--- config.mk ---
export PLATFORM = sky130hd
export DESIGN_NAME = bsg_wormhole_packet_arbiter_flat
export DESIGN_NICKNAME = d
export VERILOG_FILES = /design/src/rtl/bsg_wormhole_packet_arbiter_pkg.sv /design/src/rtl/bsg_wormhole_packet_arbiter_if.sv /design/src/rtl/bsg_wormhole_packet_arbiter_rr_pick.sv /design/src/rtl/bsg_wormhole_packet_arbiter.sv /design/src/flat_wrapper.sv
export SDC_FILE = /design/constraint.sdc
export NUM_CORES = 1
export LEC_CHECK = 0
export CAP_MARGIN = 20
export CORE_MARGIN = 3
export CORE_UTILIZATION = 28
export CTS_BUF_LIST = sky130_fd_sc_hd__clkbuf_4 sky130_fd_sc_hd__clkbuf_8 sky130_fd_sc_hd__clkbuf_16
export CTS_CLUSTER_DIAMETER = 120
export DETAILED_ROUTE_END_ITERATION = 8
export PLACE_DENSITY = 0.78
export SLEW_MARGIN = 20
export SYNTH_ARGS = -nofsm -noshare
export SYNTH_HDL_FRONTEND = slang
export SYNTH_SLANG_ARGS = --single-unit
--- constraint.sdc ---
create_clock -name clk_i -period 2.35 [get_ports clk_i]
set_input_delay 0.235 -clock clk_i [delete_from_list [all_inputs] [get_ports clk_i]]
set_output_delay 0.235 -clock clk_i [all_outputs]
set_load 0.1 [all_outputs]
--- src/rtl/bsg_wormhole_packet_arbiter_pkg.sv ---
// Shared types and header-field helpers for the wormhole packet arbiter.
// Header layout: cord in the low bits, len directly above it.
package bsg_wormhole_arb_pkg;

    typedef enum logic [0:0] {
        e_idle = 1'b0,
        e_busy = 1'b1
    } arb_state_e;

    localparam int cord_lsb_lp = 0;

    function automatic int len_lsb(input int cord_width);
        return cord_lsb_lp + cord_width;
    endfunction

endpackage

--- src/rtl/bsg_wormhole_packet_arbiter_if.sv ---
// Bundle of per-source flit inputs plus the shared output link of the arbiter.
// The slave modport is the arbiter side; the master modport drives sources and the sink.
interface bsg_wormhole_packet_arbiter_if #(
    parameter int num_in_p     = 2,
    parameter int flit_width_p = 32
);
    localparam int grant_width_lp = $clog2(num_in_p);

    logic [num_in_p-1:0]                   v_i;
    logic [num_in_p-1:0][flit_width_p-1:0] data_i;
    logic [num_in_p-1:0]                   yumi_o;
    logic                                  v_o;
    logic [flit_width_p-1:0]               data_o;
    logic                                  ready_and_i;
    logic [grant_width_lp-1:0]             grant_o;
    logic                                  busy_o;

    modport slave (
        input  v_i, data_i, ready_and_i,
        output yumi_o, v_o, data_o, grant_o, busy_o
    );

    modport master (
        output v_i, data_i, ready_and_i,
        input  yumi_o, v_o, data_o, grant_o, busy_o
    );

endinterface

--- src/rtl/bsg_wormhole_packet_arbiter_rr_pick.sv ---
// Rotating-priority picker: first set bit of v_i at or above rr_ptr_i, wrapping.
// Wrap is computed against num_in_p so non-power-of-2 sizes never yield an out-of-range index.
module bsg_wormhole_arb_rr_pick #(
    parameter  int num_in_p = 2,
    localparam int ptr_w_lp = $clog2(num_in_p)
) (
    input  logic [num_in_p-1:0] v_i,
    input  logic [ptr_w_lp-1:0] rr_ptr_i,
    output logic [num_in_p-1:0] one_hot_o,
    output logic [ptr_w_lp-1:0] idx_o,
    output logic                any_v_o
);

    logic [ptr_w_lp:0]   sum;
    logic [ptr_w_lp-1:0] cand;

    always_comb begin
        one_hot_o = '0;
        idx_o     = rr_ptr_i;
        any_v_o   = 1'b0;
        sum       = '0;
        cand      = '0;
        for (int k = 0; k < num_in_p; k++) begin
            sum = {1'b0, rr_ptr_i} + (ptr_w_lp+1)'(k);
            if (sum >= (ptr_w_lp+1)'(num_in_p)) begin
                sum = sum - (ptr_w_lp+1)'(num_in_p);
            end
            cand = sum[ptr_w_lp-1:0];
            if (!any_v_o && v_i[cand]) begin
                any_v_o         = 1'b1;
                idx_o           = cand;
                one_hot_o[cand] = 1'b1;
            end
        end
    end

endmodule

--- src/rtl/bsg_wormhole_packet_arbiter.sv ---
// Packet-granular round-robin arbiter sharing one wormhole link among num_in_p sources.
// Optional per-source completed-packet counters: define BSG_WORMHOLE_ARB_PERF_EN.
module bsg_wormhole_packet_arbiter
    import bsg_wormhole_arb_pkg::*;
#(
    parameter int num_in_p     = 2,
    parameter int flit_width_p = 32,
    parameter int cord_width_p = 5,
    parameter int len_width_p  = 4
) (
    input  logic                            clk_i,
    input  logic                            reset_n_i,
    bsg_wormhole_packet_arbiter_if.slave    link
`ifdef BSG_WORMHOLE_ARB_PERF_EN
    ,
    output logic [num_in_p-1:0][31:0]       perf_pkts_o
`endif
);

    localparam int gw_lp      = $clog2(num_in_p);
    localparam int len_lsb_lp = len_lsb(cord_width_p);

    arb_state_e               state_q;
    logic [len_width_p-1:0]   cnt_q;
    logic [gw_lp-1:0]         rr_ptr_q;
    logic [gw_lp-1:0]         grant_q;

    logic [num_in_p-1:0]      pick_oh;
    logic [gw_lp-1:0]         pick_idx;
    logic                     pick_any;

    logic [gw_lp-1:0]         sel;
    logic [num_in_p-1:0]      sel_oh;
    logic [flit_width_p-1:0]  sel_data;
    logic [len_width_p-1:0]   hdr_len;
    logic                     v_sel;
    logic                     xfer;

    function automatic logic [gw_lp-1:0] rr_next(input logic [gw_lp-1:0] g);
        return (g == gw_lp'(num_in_p-1)) ? '0 : g + gw_lp'(1);
    endfunction

    bsg_wormhole_arb_rr_pick #(.num_in_p(num_in_p)) rr_pick (
        .v_i      (link.v_i),
        .rr_ptr_i (rr_ptr_q),
        .one_hot_o(pick_oh),
        .idx_o    (pick_idx),
        .any_v_o  (pick_any)
    );

    // Selection depends only on state and v_i, never on ready_and_i.
    always_comb begin
        sel_oh = '0;
        if (state_q == e_busy) begin
            sel         = grant_q;
            sel_oh[sel] = 1'b1;
        end else begin
            sel    = pick_any ? pick_idx : rr_ptr_q;
            sel_oh = pick_oh;
        end
    end

    assign sel_data = link.data_i[sel];
    assign hdr_len  = sel_data[len_lsb_lp +: len_width_p];
    assign v_sel    = reset_n_i & link.v_i[sel];
    assign xfer     = v_sel & link.ready_and_i;

    assign link.v_o     = v_sel;
    assign link.data_o  = sel_data;
    assign link.yumi_o  = xfer ? sel_oh : '0;
    assign link.grant_o = reset_n_i ? sel : '0;
    assign link.busy_o  = (state_q == e_busy);

    always_ff @(posedge clk_i or negedge reset_n_i) begin
        if (!reset_n_i) begin
            state_q  <= e_idle;
            cnt_q    <= '0;
            rr_ptr_q <= '0;
            grant_q  <= '0;
        end else begin
            case (state_q)
                e_idle: begin
                    if (xfer) begin
                        if (hdr_len == '0) begin
                            rr_ptr_q <= rr_next(sel);
                        end else begin
                            state_q <= e_busy;
                            grant_q <= sel;
                            cnt_q   <= hdr_len;
                        end
                    end
                end
                e_busy: begin
                    if (xfer) begin
                        cnt_q <= cnt_q - len_width_p'(1);
                        if (cnt_q == len_width_p'(1)) begin
                            state_q  <= e_idle;
                            rr_ptr_q <= rr_next(grant_q);
                        end
                    end
                end
                default: state_q <= e_idle;
            endcase
        end
    end

`ifdef BSG_WORMHOLE_ARB_PERF_EN
    // A packet completes on its last flit: the header itself when len is zero.
    logic                       pkt_done;
    logic [num_in_p-1:0][31:0]  perf_q;
    logic [num_in_p-1:0][31:0]  perf_d;

    assign pkt_done = xfer & (((state_q == e_idle) & (hdr_len == '0)) |
                              ((state_q == e_busy) & (cnt_q == len_width_p'(1))));

    always_comb begin
        perf_d = perf_q;
        for (int i = 0; i < num_in_p; i++) begin
            if (pkt_done && sel_oh[i] && (perf_q[i] != 32'hFFFF_FFFF)) begin
                perf_d[i] = perf_q[i] + 32'd1;
            end
        end
    end

    always_ff @(posedge clk_i or negedge reset_n_i) begin
        if (!reset_n_i) begin
            perf_q <= '0;
        end else begin
            perf_q <= perf_d;
        end
    end

    assign perf_pkts_o = perf_q;
`endif

endmodule

--- src/flat_wrapper.sv ---
// flat-port wrapper written by rule: the top's interface ports become plain ports
module bsg_wormhole_packet_arbiter_flat import bsg_wormhole_arb_pkg::*;
#(
    parameter int num_in_p     = 2,
    parameter int flit_width_p = 32,
    parameter int cord_width_p = 5,
    parameter int len_width_p  = 4
)
  (clk_i, reset_n_i, link_v_i, link_data_i, link_ready_and_i, link_yumi_o, link_v_o, link_data_o, link_grant_o, link_busy_o);
  bsg_wormhole_packet_arbiter_if #(.num_in_p(num_in_p), .flit_width_p(flit_width_p)) link_i ();
  input  logic clk_i;
  input  logic reset_n_i;
  input wire logic [$bits(link_i.v_i)-1:0] link_v_i;
  input wire logic [$bits(link_i.data_i)-1:0] link_data_i;
  input wire logic [$bits(link_i.ready_and_i)-1:0] link_ready_and_i;
  output wire logic [$bits(link_i.yumi_o)-1:0] link_yumi_o;
  output wire logic [$bits(link_i.v_o)-1:0] link_v_o;
  output wire logic [$bits(link_i.data_o)-1:0] link_data_o;
  output wire logic [$bits(link_i.grant_o)-1:0] link_grant_o;
  output wire logic [$bits(link_i.busy_o)-1:0] link_busy_o;
  assign link_i.v_i = link_v_i;
  assign link_i.data_i = link_data_i;
  assign link_i.ready_and_i = link_ready_and_i;
  assign link_yumi_o = link_i.yumi_o;
  assign link_v_o = link_i.v_o;
  assign link_data_o = link_i.data_o;
  assign link_grant_o = link_i.grant_o;
  assign link_busy_o = link_i.busy_o;
  bsg_wormhole_packet_arbiter #(.num_in_p(num_in_p), .flit_width_p(flit_width_p), .cord_width_p(cord_width_p), .len_width_p(len_width_p)) u_core (.clk_i(clk_i), .reset_n_i(reset_n_i), .link(link_i));
endmodule
==> results of run 1 <==
-- worst min path at each step --
stage | start | endpoint | slack (ns) | cells past startpoint
after CTS | reset_n_i | u_core.link.busy_o | 0.28 | 2
after floorplan | reset_n_i | u_core.cnt_q[0] | -0.06 | 0
after global routing | reset_n_i | u_core.rr_ptr_q | 0.29 | 2
after detailed placement | reset_n_i | u_core.link.busy_o | 0.57 | 2
final | reset_n_i | u_core.rr_ptr_q | 0.29 | 2
after global placement | u_core.cnt_q[0] | u_core.cnt_q[0] | 0.55 | 1
-- critical path: stages --
cell and delay, ns:
clkdlybuf4s50_1 0.51, buf_4 0.14, o21ai_0 0.18, a211oi_1 0.33, buf_4 0.25, and2_2 0.20
buf_12 0.18
-- cells by family (layout without fill, tap and decap cells) --
logic type | after synthesis | in the layout | share of synthesized area [%]
fa+ha+maj | 3 | 3 | 3.58
flops | 7 | 7 | 17.9
simple gates | 19 | 19 | 9.71
compound gates | 29 | 29 | 21.3
mux | 35 | 35 | 40.5
buf+inv | 13 | 120 | 7.02
-- metrics by stage --
| step | utilization (%) | total power [mW] | instances | TNS, ns | hold WS [ns] |
|---|---|---|---|---|---|
| final | 78.7 | 4.18 | 257 | 0 | 0.287 |
| after global routing | 78.7 | 4.29 | 257 | 0 | 0.288 |
| after CTS | 78.7 | 4.20 | 257 | 0 | 0.281 |
| after detailed placement | 77.7 | 4.06 | 253 | 0 | 0.565 |
| after global placement | 77.7 | 3.99 | 253 | 0 | 0.552 |
| after floorplan | - | 2.67 | 106 | -0.0106 | -0.0606 |
-- sequential cells by signal (all words and copies together), names as in the netlist --
name / cells
u_core.cnt_q: 4
u_core.rr_ptr_q: 1
u_core.link.busy_o: 1
u_core.grant_q: 1
-- power by group through the flow --
stage,combinational [mW],clock [mW],sequential [mW]
floorplan,2.42,0,0.249
global placement,3.76,0,0.229
detailed placement,3.83,0,0.235
CTS,3.83,0.130,0.232
global route,3.91,0.142,0.242
finish,3.82,0.126,0.235
-- synth_stat cells (all sizes together), types with 2 or more instances --
master / count
mux2: 34
dfrtp: 7
buf: 6
inv: 6
nor2: 6
a21oi: 5
nand2: 4
o22ai: 4
a221oi: 3
and2: 3
o211ai: 3
o21ai: 3
a21boi: 2
a31oi: 2
and3: 2
ha: 2
nor4: 2
-- metal layers --
layer / up-vias / track usage, %
met1: 598 / 22.2
met2: 64 / 52.9
met5: - / 0
met4: 0 / 4.66
li1: 621 / -
met3: 6 / 8.03
-- area by class of cell --
| class | count | area, um2 |
|---|---|---|
| Tap cell | 44 | 55.1 |
| Clock buffer | 4 | 30.0 |
| Inverter | 6 | 22.5 |
| Fill cell | 220 | 682 |
| Multi-Input combinational cell | 86 | 763 |
| Sequential cell | 7 | 179 |
| Timing Repair Buffer | 110 | 1470 |
==> results by group, run 1 <==
Timing
  – RSZ-0062 raised after global routing: false
  – Worst Skew: 0.0141 ns
  – Min Tclk post-route: around 2.3 ns
  – Final Max Slew Viols: 0
  – Worst slew pin tran: approximately 0.48 ns
  – Final period utilization: 96.5%
  – Rel. slew slack: around two thirds
  – F_max: around 0.44 GHz
  – Worst setup margin: ~0.082 ns
  – Final hold violations: 0
  – Setup violators final: 0

Setup path
  – WP data arrival: 2.03 ns
  – Worst R2R Start: u_core.link.busy_o
  – Critical path peak fanout: 12
  – Worst setup startpoint: link_v_i[1]
  – Kind of critical path: primary input to output pin
  – Termination of the worst setup path: link_yumi_o[0]
  – R2R depth: 6
  – FF-to-FF setup slack: between 0.3 and 0.4 ns
  – Critical Path End Type: output pin
  – Reg2Reg Capture Point: u_core.cnt_q[0]
  – Critical path startpoint category: primary input
  – Critical Path RT: about 2.1 ns

Final layout
  – Design area: ~0.0025 mm2
  – Most frequent cells in the layout: 68 x clkdlybuf4s50_1, 38 x buf_12, 33 x mux2_2
  – Most common cell after layout, fill and taps aside: clkdlybuf4s50_1
  – ANT cells: 0
  – Area growth, synth to finish: 157%
  – Share of cells above drive strength 1: 41.3%
  – Final net count: about 290

Placement
  – Placed instance area: 0.00249 mm2
  – Hpwl dp: 4650 um
  – # port buffers: 105
  – Placement Setup Slack: between 0.01 and 0.015 ns
  – Gpl congestion: roughly 0.86

Logic synthesis
  – Post-synth ARST share: 100%
  – Top_reg_cell synth: dfrtp_1
  – Number of flops mapped to enable cells by yosys: 0
  – Syn_nets: between 150 and 200
  – Synth area leader: mux2_2
  – Synthesized flop and latch total: 7
  – Synth top area cells: mux2_2 38%, dfrtp_1 18%, a221oi_1 2.7%
  – Yosys Warn Count: 0
  – Syn Area/Cell: just over 9 um2
  – Synthesized cell area: slightly below 0.001 mm2
  – Yosys top cell area share: 37.9%
  – Cells after synthesis: between 100 and 150
  – Register area share after synthesis: around 18%
  – Cell variety after synth: 33

CTS
  – Post-CTS Hold Buffers: 0
  – H-tree depth: 1
  – CTS buffer count: 3
  – Clock Tree Buf Depth: 2
  – Clk slew on worst S/H paths: approximately 0.06 ns
  – Later-pin clock latency in the skew report: around 0.27 ns
  – CTS resizes: 0
  – Num Clock Sinks: 7
  – CTS tree: done
  – Post-CTS setup buffer count: 0
  – Root Driver: clkbuf_4

Pwr
  – Internal: ~1.7 mW
  – Switching Share: around 60%
  – PD cells: about 1700 mW/mm2
  – Largest vdd supply drop: roughly 1.1 mV
  – Leak pwr: approximately 1 nW
  – Clock network power share: under 10%
  – Reg power frac: under 10%
  – Gate power share: 91.3%
  – Net Sw Power: 2.49 mW

Die
  – Initial Util: 30.6%
  – IO Pins: 106
  – Die H: approximately 65 um
  – Total die area: between 0.004 and 0.005 mm2
  – Core Rows: 20
  – Die X-Extent: ~65 um
  – Core Area: roughly 0.0032 mm2

Global route
  – Vias in the first global route: roughly 1500
  – Gr ovfl total: 0
  – All-Layer GR Usage: between 20% and 30%
  – Initial antenna violation count: 0
  – Largest net degree at the start of global routing: 22
  – First-pass GRT wire length: just under 8000 um

Route
  – Detailed-route via count: 1289
  – Post-route ant nets: 0
  – DRT Pass-1 Iters: 4
  – Met3 routed WL: between 300 and 400 um
  – DR vias/cell: between 5 and 6
  – Wire per inst: 20.5 um
  – Met1 Wirelength: approximately 1600 um
  – Met2 wire length: approximately 3300 um
  – Final WL: roughly 5300 um
  – 1st-iter DRT viols: 57
  – Highest routed metal layer: met4
  – Drt drc: 0

Job
  – Max cap viols: 0

Hold path
  – Hold Crit Class: primary input to async pin

Run status
  – Status: finished clean
Power figures use the tool's default switching activity.
==> run 2: changes to the inputs <==
--- a/config.mk
+++ b/config.mk
@@ -6,6 +6,7 @@
 export NUM_CORES = 1
 export LEC_CHECK = 0
 export CAP_MARGIN = 20
+export CORE_ASPECT_RATIO = 1.75
 export CORE_MARGIN = 3
 export CORE_UTILIZATION = 28
 export CTS_BUF_LIST = sky130_fd_sc_hd__clkbuf_4 sky130_fd_sc_hd__clkbuf_8 sky130_fd_sc_hd__clkbuf_16
==> results by group, run 2 (same netlist as run 1, synthesis figures left out) <==
Setup path
  – R2R depth: 6 (unchanged)
  – Critical Path RT: 2.12 ns (about the same)
  – Critical path peak fanout: 17 (+5)
  – Kind of critical path: primary input to output pin
  – Critical Path End Type: output pin
  – WP data arrival: 1.96 ns (-0.07 ns)
  – Reg2Reg Capture Point: u_core.cnt_q[0]
  – Worst R2R Start: u_core.link.busy_o
  – FF-to-FF setup slack: 0.33 ns (+0.02 ns)
  – Critical path startpoint category: primary input

Global route
  – All-Layer GR Usage: 21.1% (-3.8 points)
  – Met1 Use GR: 21.0% (-1.2 points)
  – Gr ovfl total: 0 (unchanged)
  – First-pass GRT wire length: 6980 um (-10%)
  – Largest net degree at the start of global routing: 20 (-9.1%)
  – Met2 Usage GRT: 39.5% (-13 points)
  – Vias in the first global route: 1467 (+0.76%)
  – Most Crowded Layer GR: met2
  – Met3 usage: 7.10% (-0.93 points)
  – Initial antenna violation count: 0 (unchanged)

Final layout
  – Core Util, Final: 78.0% (-0.74 points)
  – Max reg flops: 4 (unchanged)
  – Fillers: 234 (+6.4%)
  – Share of cells above drive strength 1: 41.0% (-0.28 points)
  – Final net count: 284 (-0.35%)
  – Area growth, synth to finish: 158%
  – ANT cells: 0 (unchanged)
  – Most common cell after layout, fill and taps aside: clkdlybuf4s50_1
  – Largest Register: u_core.cnt_q
  – Finished Layout Cells: 255 (-0.78%)
  – Most frequent cells in the layout: 68 x clkdlybuf4s50_1, 38 x buf_12, 33 x mux2_2

Timing
  – RSZ-0062 raised after global routing: false
  – Final hold violations: 0 (unchanged)
  – Min Tclk post-route: 2.20 ns (-0.0729 ns)
  – Rel. slew slack: 66.1% (-1.6 points)
  – Final Max Slew Viols: 0 (unchanged)
  – Worst slew pin tran: 0.503 ns (+0.0234 ns)
  – Final period utilization: 93.4% (-3.1 points)
  – Worst Skew: 0.00832 ns (-0.00573 ns)
  – F_max: 0.456 GHz (+3.3%)
  – Setup violators final: 0 (unchanged)

Pwr
  – Leak pwr: 1.03 nW (+0.22%)
  – Total Power: 4.19 mW (+0.41%)
  – Largest vdd supply drop: 1.16 mV (+8.9%)
  – PD cells: 1660 mW/mm2 (+0.11%)

Die
  – Die X-Extent: 50.7 um (-22%)
  – IO Pins: 106 (unchanged)
  – Total die area: 0.00427 mm2 (+0.66%)
  – Initial Util: 30.2% (-0.38 points)
  – Core Rows: 27 (+35%)
  – Core Area: 0.00324 mm2 (+1.3%)
  – Die H: 84.3 um (+29%)

Route
  – Post-route ant nets: 0 (unchanged)
  – Detailed-route via count: 1328 (+3.0%)
  – Wire per inst: 17.2 um (-16%)
  – DRT Pass-1 Iters: 4 (unchanged)
  – DR vias/cell: 5.21 (+3.8%)
  – 1st-iter DRT viols: 31 (-46%)
  – Final WL: 4380 um (-17%)
  – Drt drc: 0 (unchanged)

CTS
  – H-tree depth: 1 (unchanged)
  – Num Clock Sinks: 7 (unchanged)
  – Later-pin clock latency in the skew report: 0.23 ns (-0.04 ns)
  – Clk slew on worst S/H paths: 0.05 ns (about the same)
  – CTS buffer count: 3 (unchanged)
  – Root Driver: clkbuf_8
  – Clock Tree Buf Depth: 2 (unchanged)
  – CTS tree: done

Placement
  – Gpl congestion: 0.799 (-6.9%)
  – Inst Count DP: 251 (-0.79%)
  – Hpwl dp: 3860 um (-17%)
  – # port buffers: 105 (unchanged)

Job
  – Max cap viols: 0 (unchanged)

Hold path
  – Hold Crit Class: primary input to async pin

Run status
  – Status: finished clean
==> run 2: repair_timing <==
action | in CTS | in global routing
gates resized for setup | 0 | 1
setup buffers | 0 | 0
hold buffers | 0 | 0
endpoints found under the setup margin | 0 | 21
==> run 2: per-stage QoR <==
step                      worst slack [ns]  cell area, um2  hold slack [ns]  setup TNS, ns
after floorplan                    -0.0106            1010          -0.0606        -0.0106
after global placement               0.104            2480            0.548              0
after detailed placement            0.0643            2480            0.554              0
after CTS                            0.101            2530            0.319              0
after global routing                0.0537            2530            0.337              0
final                                0.155            2530            0.317              0
==> run 2: area by class of cell <==
cell class / count / area (um2) / share of cell area, %
repair buffers: 109 / 1460 / 57.9
multi-input cells: 86 / 763 / 30.2
flip-flops and latches: 7 / 179 / 7.08
well taps: 43 / 53.8 / 2.13
clock buffers: 3 / 41.3 / 1.63
inverters: 6 / 22.5 / 0.891
clock inverters: 1 / 5.00 / 0.198
==> run 2: worst max-delay path: stages <==
cell and delay (ns):
clkdlybuf4s50_1 0.52, a21boi_1 0.25, o21a_2 0.23, buf_12 0.16, mux2_2 0.38, buf_12 0.17
==> run 2: worst max path at each step <==
stage                             from         endpoint  slack, ns
finish                     link_v_i[0]  link_data_o[10]       0.15
global route               link_v_i[0]  link_data_o[20]       0.05
CTS                        link_v_i[0]  link_data_o[10]       0.10
detailed placement         link_v_i[0]  u_core.cnt_q[3]       0.06
global placement           link_v_i[0]  u_core.cnt_q[3]       0.10
floorplan           u_core.link.busy_o   link_yumi_o[1]      -0.01
==> run 2: per-layer routing <==
layer	wire length [um]	up-vias
met5	0	-
met4	59	0
met3	442	5
met2	2450	95
met1	1430	611
li1	-	617
==> run 2: power breakdown <==
group / leakage [nW] / total (mW) / switching [mW] / internal (mW)
logic: 0.926 / 3.79 / 2.35 / 1.44
clock network: 0.0255 / 0.169 / 0.0540 / 0.115
registers: 0.0805 / 0.236 / 0.0692 / 0.167
